==> src/rtl/iddr_gearbox.sv <==
// DDR input capture with half-beat slip alignment and a beat-packing gearbox.
// Rise/fall pairs are aligned each cycle, then BEATS qualified pairs form one word.
module iddr_gearbox #(
    parameter int unsigned WIDTH      = 8,
    parameter int unsigned BEATS      = 2,
    parameter bit          FALL_FIRST = 1'b0
) (
    input  logic                       clk,
    input  logic                       reset_n,
    input  logic [WIDTH-1:0]           d,
    input  logic                       enable,
    input  logic                       slip,
    output logic [WIDTH-1:0]           q0,
    output logic [WIDTH-1:0]           q1,
    output logic [2*WIDTH*BEATS-1:0]   q,
    output logic                       q_valid,
    output logic                       phase
);

    localparam int unsigned PW = 2 * WIDTH;
    localparam int unsigned QW = PW * BEATS;
    localparam int unsigned CW = (BEATS > 1) ? $clog2(BEATS) : 1;
    localparam logic [CW-1:0] LAST = CW'(BEATS - 1);

    logic [WIDTH-1:0] fall_neg_q;
    logic [WIDTH-1:0] rise_q;
    logic [WIDTH-1:0] fall_prev_q;
    logic [WIDTH-1:0] q0_q, q0_d;
    logic [WIDTH-1:0] q1_q, q1_d;
    logic             phase_q, phase_d;
    logic             phase_dly_q;
    logic             qual_q, qual_d;
    logic             take_q;
    logic [CW-1:0]    cnt_q, cnt_d;
    logic [QW-1:0]    acc_q, acc_d;
    logic [QW-1:0]    word_d;
    logic [QW-1:0]    qw_q, qw_d;
    logic             qv_q, qv_d;

    // Falling-edge path is a bare capture register only.
    always_ff @(negedge clk or negedge reset_n) begin
        if (!reset_n) begin
            fall_neg_q <= '0;
        end else begin
            fall_neg_q <= d;
        end
    end

    // The pairing phase lags the slip register by one cycle so a new
    // pairing starts with the pair of the cycle after the slip.
    always_comb begin
        q0_d    = phase_dly_q ? fall_prev_q : rise_q;
        q1_d    = phase_dly_q ? rise_q : fall_neg_q;
        phase_d = phase_q ^ slip;
        qual_d  = enable & ~slip;
    end

    always_comb begin
        word_d = acc_q;
        word_d[PW*int'(cnt_q) +: PW] = {q1_q, q0_q};
        acc_d  = acc_q;
        cnt_d  = '0;
        qw_d   = qw_q;
        qv_d   = 1'b0;
        if (take_q) begin
            acc_d = word_d;
            if (cnt_q == LAST) begin
                qw_d = word_d;
                qv_d = 1'b1;
            end else begin
                cnt_d = cnt_q + 1'b1;
            end
        end
    end

    always_ff @(posedge clk or negedge reset_n) begin
        if (!reset_n) begin
            rise_q      <= '0;
            fall_prev_q <= '0;
            q0_q        <= '0;
            q1_q        <= '0;
            phase_q     <= FALL_FIRST;
            phase_dly_q <= FALL_FIRST;
            qual_q      <= 1'b0;
            take_q      <= 1'b0;
            cnt_q       <= '0;
            acc_q       <= '0;
            qw_q        <= '0;
            qv_q        <= 1'b0;
        end else begin
            rise_q      <= d;
            fall_prev_q <= fall_neg_q;
            q0_q        <= q0_d;
            q1_q        <= q1_d;
            phase_q     <= phase_d;
            phase_dly_q <= phase_q;
            qual_q      <= qual_d;
            take_q      <= qual_q;
            cnt_q       <= cnt_d;
            acc_q       <= acc_d;
            qw_q        <= qw_d;
            qv_q        <= qv_d;
        end
    end

    assign q0      = q0_q;
    assign q1      = q1_q;
    assign q       = qw_q;
    assign q_valid = qv_q;
    assign phase   = phase_q;

endmodule

==> config.mk <==
export PLATFORM = sky130hd
export DESIGN_NAME = iddr_gearbox
export DESIGN_NICKNAME = d
export VERILOG_FILES = /design/src/rtl/iddr_gearbox.sv
export SDC_FILE = /design/constraint.sdc
export NUM_CORES = 1
export LEC_CHECK = 0
export CAP_MARGIN = 20
export CORE_ASPECT_RATIO = 1.4
export CORE_MARGIN = 2
export CORE_UTILIZATION = 45
export DETAILED_ROUTE_END_ITERATION = 6
export GPL_TIMING_DRIVEN = 0
export PLACE_DENSITY = 0.71
export SLEW_MARGIN = 25
export SYNTH_ARGS = -nofsm -noshare
export SYNTH_HDL_FRONTEND = slang
export SYNTH_SLANG_ARGS = --single-unit
==> constraint.sdc <==
create_clock -name clk -period 1.5 [get_ports clk]
set_input_delay 0.3 -clock clk [delete_from_list [all_inputs] [get_ports clk]]
set_output_delay 0.3 -clock clk [all_outputs]
set_load 0.05 [all_outputs]
**Word-level counts from Yosys, hierarchy flattened**

Index checks and enable logic that the tools add are counted.

- Register bits after elaboration: 110
- Input bits: 12

- Bitwise operators: 3
- Reductions and logical operators: 1
- Multiplexer cells: 7
- Shift-type cells: 2
- $add $sub $neg: 2

Operators with widths:

| operator | number |
|---|---|
| $neg A5 Y34 | 1 |
| $shift A16 B34 Y32 const A | 1 |
| $shiftx A16 B34 Y32 | 1 |
| $bwmux W32 | 1 |
| $mux W8 | 2 |
| $mux W1 | 4 |
| $reduce_and A2 Y1 | 1 |
| $add A1 B1 Y1 const B | 1 |
| $and A1 B1 Y1 | 1 |
| $not A1 Y1 | 1 |
| $xor A1 B1 Y1 | 1 |

**Depth between registers and ports, before layout**

Gate-level depths: netlist (run 1).

- Depth after elaboration: 3
- Mapped depth: 4
- Gate-level depth less buffers: 2

==> results of run 1 <==
==> metrics by stage <==
stage                     setup WS [ns]  total power, W  utilization (%)
after floorplan                  0.0661         0.00625                -
after global routing            0.00160         0.00957             61.1
after CTS                        0.0134         0.00927             61.2
final                            0.0374         0.00917             61.1
after global placement            -3.68         0.00758             56.8
after detailed placement         -0.150         0.00765             57.2
==> cell families after synthesis <==
group	synth area share, %
compound gates	3.71
xor+xnor	0.271
buf+inv	2.05
flops	72.6
mux	17.7
simple gates	3.59
==> flip-flops by register name, indices dropped and copies added (netlist names) <==
signal       count
q0               8
phase_dly_q      1
q1               8
acc_q           16
take_q           1
phase            1
rise_q           8
q_valid          1
q               32
fall_prev_q      8
cnt_q            1
qual_q           1
fall_neg_q       8
==> cells in the mapped netlist <==
library cell  count  area share, %
dfrtp_1          86             66
mux2_2           39             14
a21o_1           16            3.7
and3_1           16            3.1
mux2_4            9            4.2
dfrtn_1           8            6.2
buf_2             5           0.77
clkbuf_1          3           0.35
buf_6             2           0.70
inv_1             2           0.23
nand2_1           1           0.12
nand2b_1          1           0.19
nor2b_1           1           0.19
xor2_1            1           0.27
==> cells in the final DEF (no fill, tap or decap) <==
master / count
inv_1: 2
and3_1: 16
bufinv_16: 1
clkdlybuf4s50_1: 10
nand2b_1: 1
dfrtn_1: 8
a21o_1: 16
buf_16: 1
clkdlybuf4s15_1: 1
dfrtp_1: 86
clkbuf_8: 13
nor2b_1: 1
clkbuf_1: 4
clkinvlp_4: 1
clkdlybuf4s15_2: 46
xor2_1: 1
buf_2: 8
mux2_2: 39
clkdlybuf4s18_2: 1
mux2_4: 9
nand2_1: 1
buf_6: 3
==> per-layer routing <==
layer / routed length, um / global-route usage [%] / share of wire, %
met5: 0 / 0 / 0
met4: 101 / 7.89 / 1.8
met3: 142 / 3.49 / 2.5
met2: 3040 / 24.8 / 53
met1: 2410 / 21.3 / 42
==> area by class of cell <==
| cell class | count | area share (%) |
|---|---|---|
| Inverter | 2 | 0.176 |
| Timing Repair Buffer | 63 | 16.2 |
| Tap cell | 95 | 2.78 |
| Multi-Input combinational cell | 84 | 19.2 |
| Buffer | 10 | 1.38 |
| Clock buffer | 14 | 4.28 |
| Clock inverter | 2 | 0.879 |
| Sequential cell | 94 | 55.1 |
==> power breakdown <==
part / leakage, nW / switching (W) / internal (W) / total, W
Combinational: 0.829 / 0.00235 / 0.00133 / 0.00368
Clock: 0.109 / 0.000806 / 0.000954 / 0.00176
Sequential: 1.12 / 0.000458 / 0.00327 / 0.00372
Total: 2.06 / 0.00361 / 0.00555 / 0.00917
==> how the worst max path moves through the flow <==
stage | startpoint | endpoint | cells after the start
2_1_floorplan | fall_neg_q[0] | q1[0] | 1
5_1_grt | q_valid | q_valid | 1
4_1_cts | q1[0] | q1[0] | 1
6_report | q1[0] | q1[0] | 1
3_3_place_gp | reset_n | fall_neg_q[0] | 1
3_5_place_dp | d[0] | fall_neg_q[0] | 1
==> repair_timing <==
action / in CTS / in global routing
endpoints found under the setup margin: 50 / 1
buffers inserted: 0 / 0
resized for setup: 153 / 1
hold endpoints to repair: 24 / 62
==> reports/qor.txt, run 1 <==
FF-to-FF path depth -> 1
Final period util -> 97.5%
Hold Crit Class -> in2async
crit path time final -> 1.46 ns
Syn Inst Count -> 190
Multi-input gate area -> 820 um2
Cell Area, Synth -> 0.00324 mm2
WL/cell -> 15.6 um
Remaining DRCs -> 0
Seq cells post-synth -> 94
fillers -> 538
initial core utilization -> 46.4%
RR Startpoint -> fall_neg_q[1]
worst path cell trace -> clkdlybuf4s15_2
Storage cell area -> 0.00235 mm2
vias in the first global route -> 1,764
fin nets -> 276
# diodes -> 0
critical path launch point type -> flip-flop
Longest Clk Path Bufs -> 2
row count -> 36
Critical Path End Type -> output pin
Slew Limit Fails -> 0
largest net degree at the start of global routing -> 70
H-tree depth -> 3
Critical Setup Path Class -> reg2out
RSZ-0062 raised after global routing -> false
Reg2Reg Capture Point -> q1[1]
first-pass GRT wire length -> 9.28 mm
slack of the worst reg-to-reg path -> 0.04 ns
Clock transition at path regs -> 0.08 ns
yosys warns -> 0
post-synthesis sequential area ratio -> 72.6%
delay of the slowest cell on the worst path -> 0.42 ns
TritonCTS buffer count -> 9
gr usage total -> 16.1%
P_leak -> 2.06 nW
Final Cell Area -> 0.00427 mm2
Layout area overhead -> 31.8%
post-synth net total -> 202
critical path arrival -> 1.16 ns
total of max-cap violations -> 0
Slew HR -> 64.9%
final WL -> 5.69 mm
Peak VDD IR -> 963 uV
CP max-delay cell -> dfrtp_1
final hold viol count -> 62
hpwl dp -> 4.01 mm
Cell Area, Placed -> 0.00400 mm2
CORE AREA -> 0.00698 mm2
Inst Count DP -> 347
synthesized area per cell -> 17.0 um2
CTS tree -> built
setup tns final -> 0 ns
Die Ht -> 104 um
Worst-Skew Late Latency -> 0.35 ns
Via density -> 4.79
Tightest Pin Transition -> 0.526 ns
synth unique cells -> 14
area of the die -> 0.00790 mm2
CP bufs+invs -> 1
Hold WS -> -0.0718 ns
Setup-failing EPs final -> 0
via count -> 1,743
Pre-antenna DRT Iters -> 4
ratio of cells with drive above 1 in the final layout -> 45.4%
Hold-fix buffers, CTS -> 1
Pwr Density -> 2150 mW/mm2
post-route ant nets -> 0
gr ovfl total -> 0
status -> complete, but fails checks
# clock sinks -> 94
antenna violations before repair -> 0
delay-heaviest family, CP -> flip-flops
worst-path maximum fanout -> 3
failing checks -> negative hold slack
non-filler cells, final -> 364
Critical Path RT -> 1.20 ns
GPL Wtd Cong -> 0.828
Root Driver -> clkbuf_8
worst clock skew -> 0.0189 ns
maximum clock rate -> 684 MHz
I/O Buffers -> 61
Die Wd -> 75.7 um
I/O pins -> 62
DR iter-0 viols -> 93
No activity file was read; power rests on OpenSTA's default activity.
==> run 2, diff against run 1 <==
--- a/config.mk
+++ b/config.mk
@@ -6,7 +6,7 @@
 export NUM_CORES = 1
 export LEC_CHECK = 0
 export CAP_MARGIN = 20
-export CORE_ASPECT_RATIO = 1.4
+export CORE_ASPECT_RATIO = 0.5
 export CORE_MARGIN = 2
 export CORE_UTILIZATION = 45
 export DETAILED_ROUTE_END_ITERATION = 6
==> run 2 against run 1 <==
The flow finishes with violations (negative hold slack, negative setup slack). Worst hold slack gained 0.060 ns. Design area grew 1.3%. Wire length grew 8.3%. Global-route usage grew 1.9 points. Critical endpoint is now q1[7]. Largest power group unchanged.
==> reports/qor.txt, run 2 (synthesis results as in run 1) <==
setup tns final -> -0.00838 ns
RSZ-0062 raised after global routing -> true
fillers -> 492
CORE AREA -> 0.00683 mm2
non-filler cells, final -> 361
Slew Limit Fails -> 0
GPL Wtd Cong -> 0.790
failing checks -> negative hold slack, negative setup slack
Hold WS -> -0.0120 ns
Die Wd -> 124 um
delay-heaviest family, CP -> flip-flops
fin nets -> 276
P_leak -> 2.12 nW
status -> complete, but fails checks
Critical Path RT -> 1.72 ns
Flop pwr share -> 38.0%
CP bufs+invs -> 0
Via density -> 4.93
Root Driver -> clkbuf_16
CTS tree -> built
# clock sinks -> 94
Hold Crit Class -> in2async
post-route ant nets -> 0
clock power share -> 25.5%
Cell Area, Placed -> 0.00399 mm2
# diodes -> 0
Reg2Reg Capture Point -> q1[7]
Peak VDD IR -> 789 uV
Cell Int Power -> 0.00614 W
leading cell type in the layout, fill and taps excluded -> dfrtp_1
critical path arrival -> 1.73 ns
Critical Setup Path Class -> reg2reg
CP max-delay cell -> dfrtn_1
Largest register FFs -> 32
area of the die -> 0.00793 mm2
worst clock skew -> 0.00790 ns
I/O Buffers -> 61
row count -> 21
Layout area overhead -> 33.5%
Clock transition at path regs -> 0.06 ns
vias in the first global route -> 1,936
slack of the worst reg-to-reg path -> -0.008 ns
worst path cell trace -> mux2_4
DR iter-0 viols -> 101
critical path launch point type -> flip-flop
I/O pins -> 62
Remaining DRCs -> 0
Inst Count DP -> 344
WL/cell -> 17.1 um
final hold viol count -> 7
via count -> 1,780
gr usage total -> 18.0%
Final Cell Area -> 0.00432 mm2
delay of the slowest cell on the worst path -> 0.35 ns
final WL -> 6.17 mm
Die Ht -> 64.0 um
antenna violations before repair -> 0
most frequent cells in the layout -> dfrtp_1 (85), mux2_2 (37), clkdlybuf4s15_2 (33)
part of the power in combinational logic -> 36.5%
first-pass GRT wire length -> 10.2 mm
setup slack after layout -> -0.00838 ns
Tightest Pin Transition -> 0.643 ns
Switching Share -> 37.9%
Worst-Skew Late Latency -> 0.34 ns
NetSw -> 0.00375 W
H-tree depth -> 3
worst-path maximum fanout -> 2
gr ovfl total -> 0
Setup-failing EPs final -> 1
hpwl dp -> 4.23 mm
ratio of cells with drive above 1 in the final layout -> 45.4%
FF-to-FF path depth -> 1
largest net degree at the start of global routing -> 73
Longest Clk Path Bufs -> 2
TritonCTS buffer count -> 9
RR Startpoint -> fall_neg_q[7]
total of max-cap violations -> 0
Pre-antenna DRT Iters -> 4
Pwr Density -> 2290 mW/mm2
initial core utilization -> 47.4%
Critical Path End Type -> flip-flop
Slew HR -> 57.0%
## run 2: how the worst max path moves through the flow
stage | slack, ns | depth (start not counted) | from | to
6_report | -0.008 | 1 | fall_neg_q[7] | q1[7]
5_1_grt | -0.02 | 1 | fall_neg_q[7] | q1[7]
4_1_cts | 0.0001 | 1 | q[7] | q[7]
3_5_place_dp | -0.16 | 1 | d[7] | fall_neg_q[7]
3_3_place_gp | -3.61 | 1 | reset_n | fall_neg_q[7]
2_1_floorplan | 0.07 | 1 | fall_neg_q[0] | q1[0]
## run 2: repair_timing
item / in CTS / in global routing
hold buffers: 1 / 0
resized for setup: 134 / 20
hold endpoints to repair: 15 / 0
pin swaps: 0 / 0
buffers inserted: 0 / 0
gates cloned: 0 / 0
setup endpoints to repair: 50 / 33
## run 2: stage by stage
step | setup WS (ns) | utilization [%] | power, W | hold WS (ns)
6_report | -0.00838 | 63.3 | 0.00989 | -0.0120
5_1_grt | -0.0221 | 63.3 | 0.0103 | 0.0426
4_1_cts | 0.0000958 | 64.2 | 0.0100 | 0.0217
3_5_place_dp | -0.161 | 58.4 | 0.00767 | 0.161
3_3_place_gp | -3.61 | 58.0 | 0.00758 | 0.335
2_1_floorplan | 0.0661 | - | 0.00625 | 0.00441
## run 2: area by class of cell
| type | instances | area (um2) | share of cell area, % |
|---|---|---|---|
| timing repair buffer | 63 | 621 | 14.4 |
| inverter | 2 | 7.51 | 0.174 |
| buffer | 10 | 58.8 | 1.36 |
| multi-input combinational | 84 | 827 | 19.1 |
| tap | 92 | 115 | 2.66 |
| clock buffer | 10 | 229 | 5.30 |
| clock inverter | 6 | 111 | 2.58 |
| sequential | 94 | 2350 | 54.4 |
## run 2: power by group through the flow
stage | Sequential (W) | Clock [W] | Combinational [W]
after floorplan | 0.00543 | 0 | 0.000821
after global placement | 0.00377 | 0 | 0.00381
after detailed placement | 0.00381 | 0 | 0.00386
after CTS | 0.00377 | 0.00257 | 0.00371
after global routing | 0.00386 | 0.00272 | 0.00375
final | 0.00376 | 0.00252 | 0.00361
## run 2: metal layers
metal | global-route usage, % | vias to the layer above | wire [um]
met3 | 6.70 | 6 | 300
met2 | 27.5 | 40 | 2950
met5 | 0 | - | 0
met1 | 23.8 | 931 | 2840
met4 | 6.60 | 0 | 82
li1 | - | 803 | -
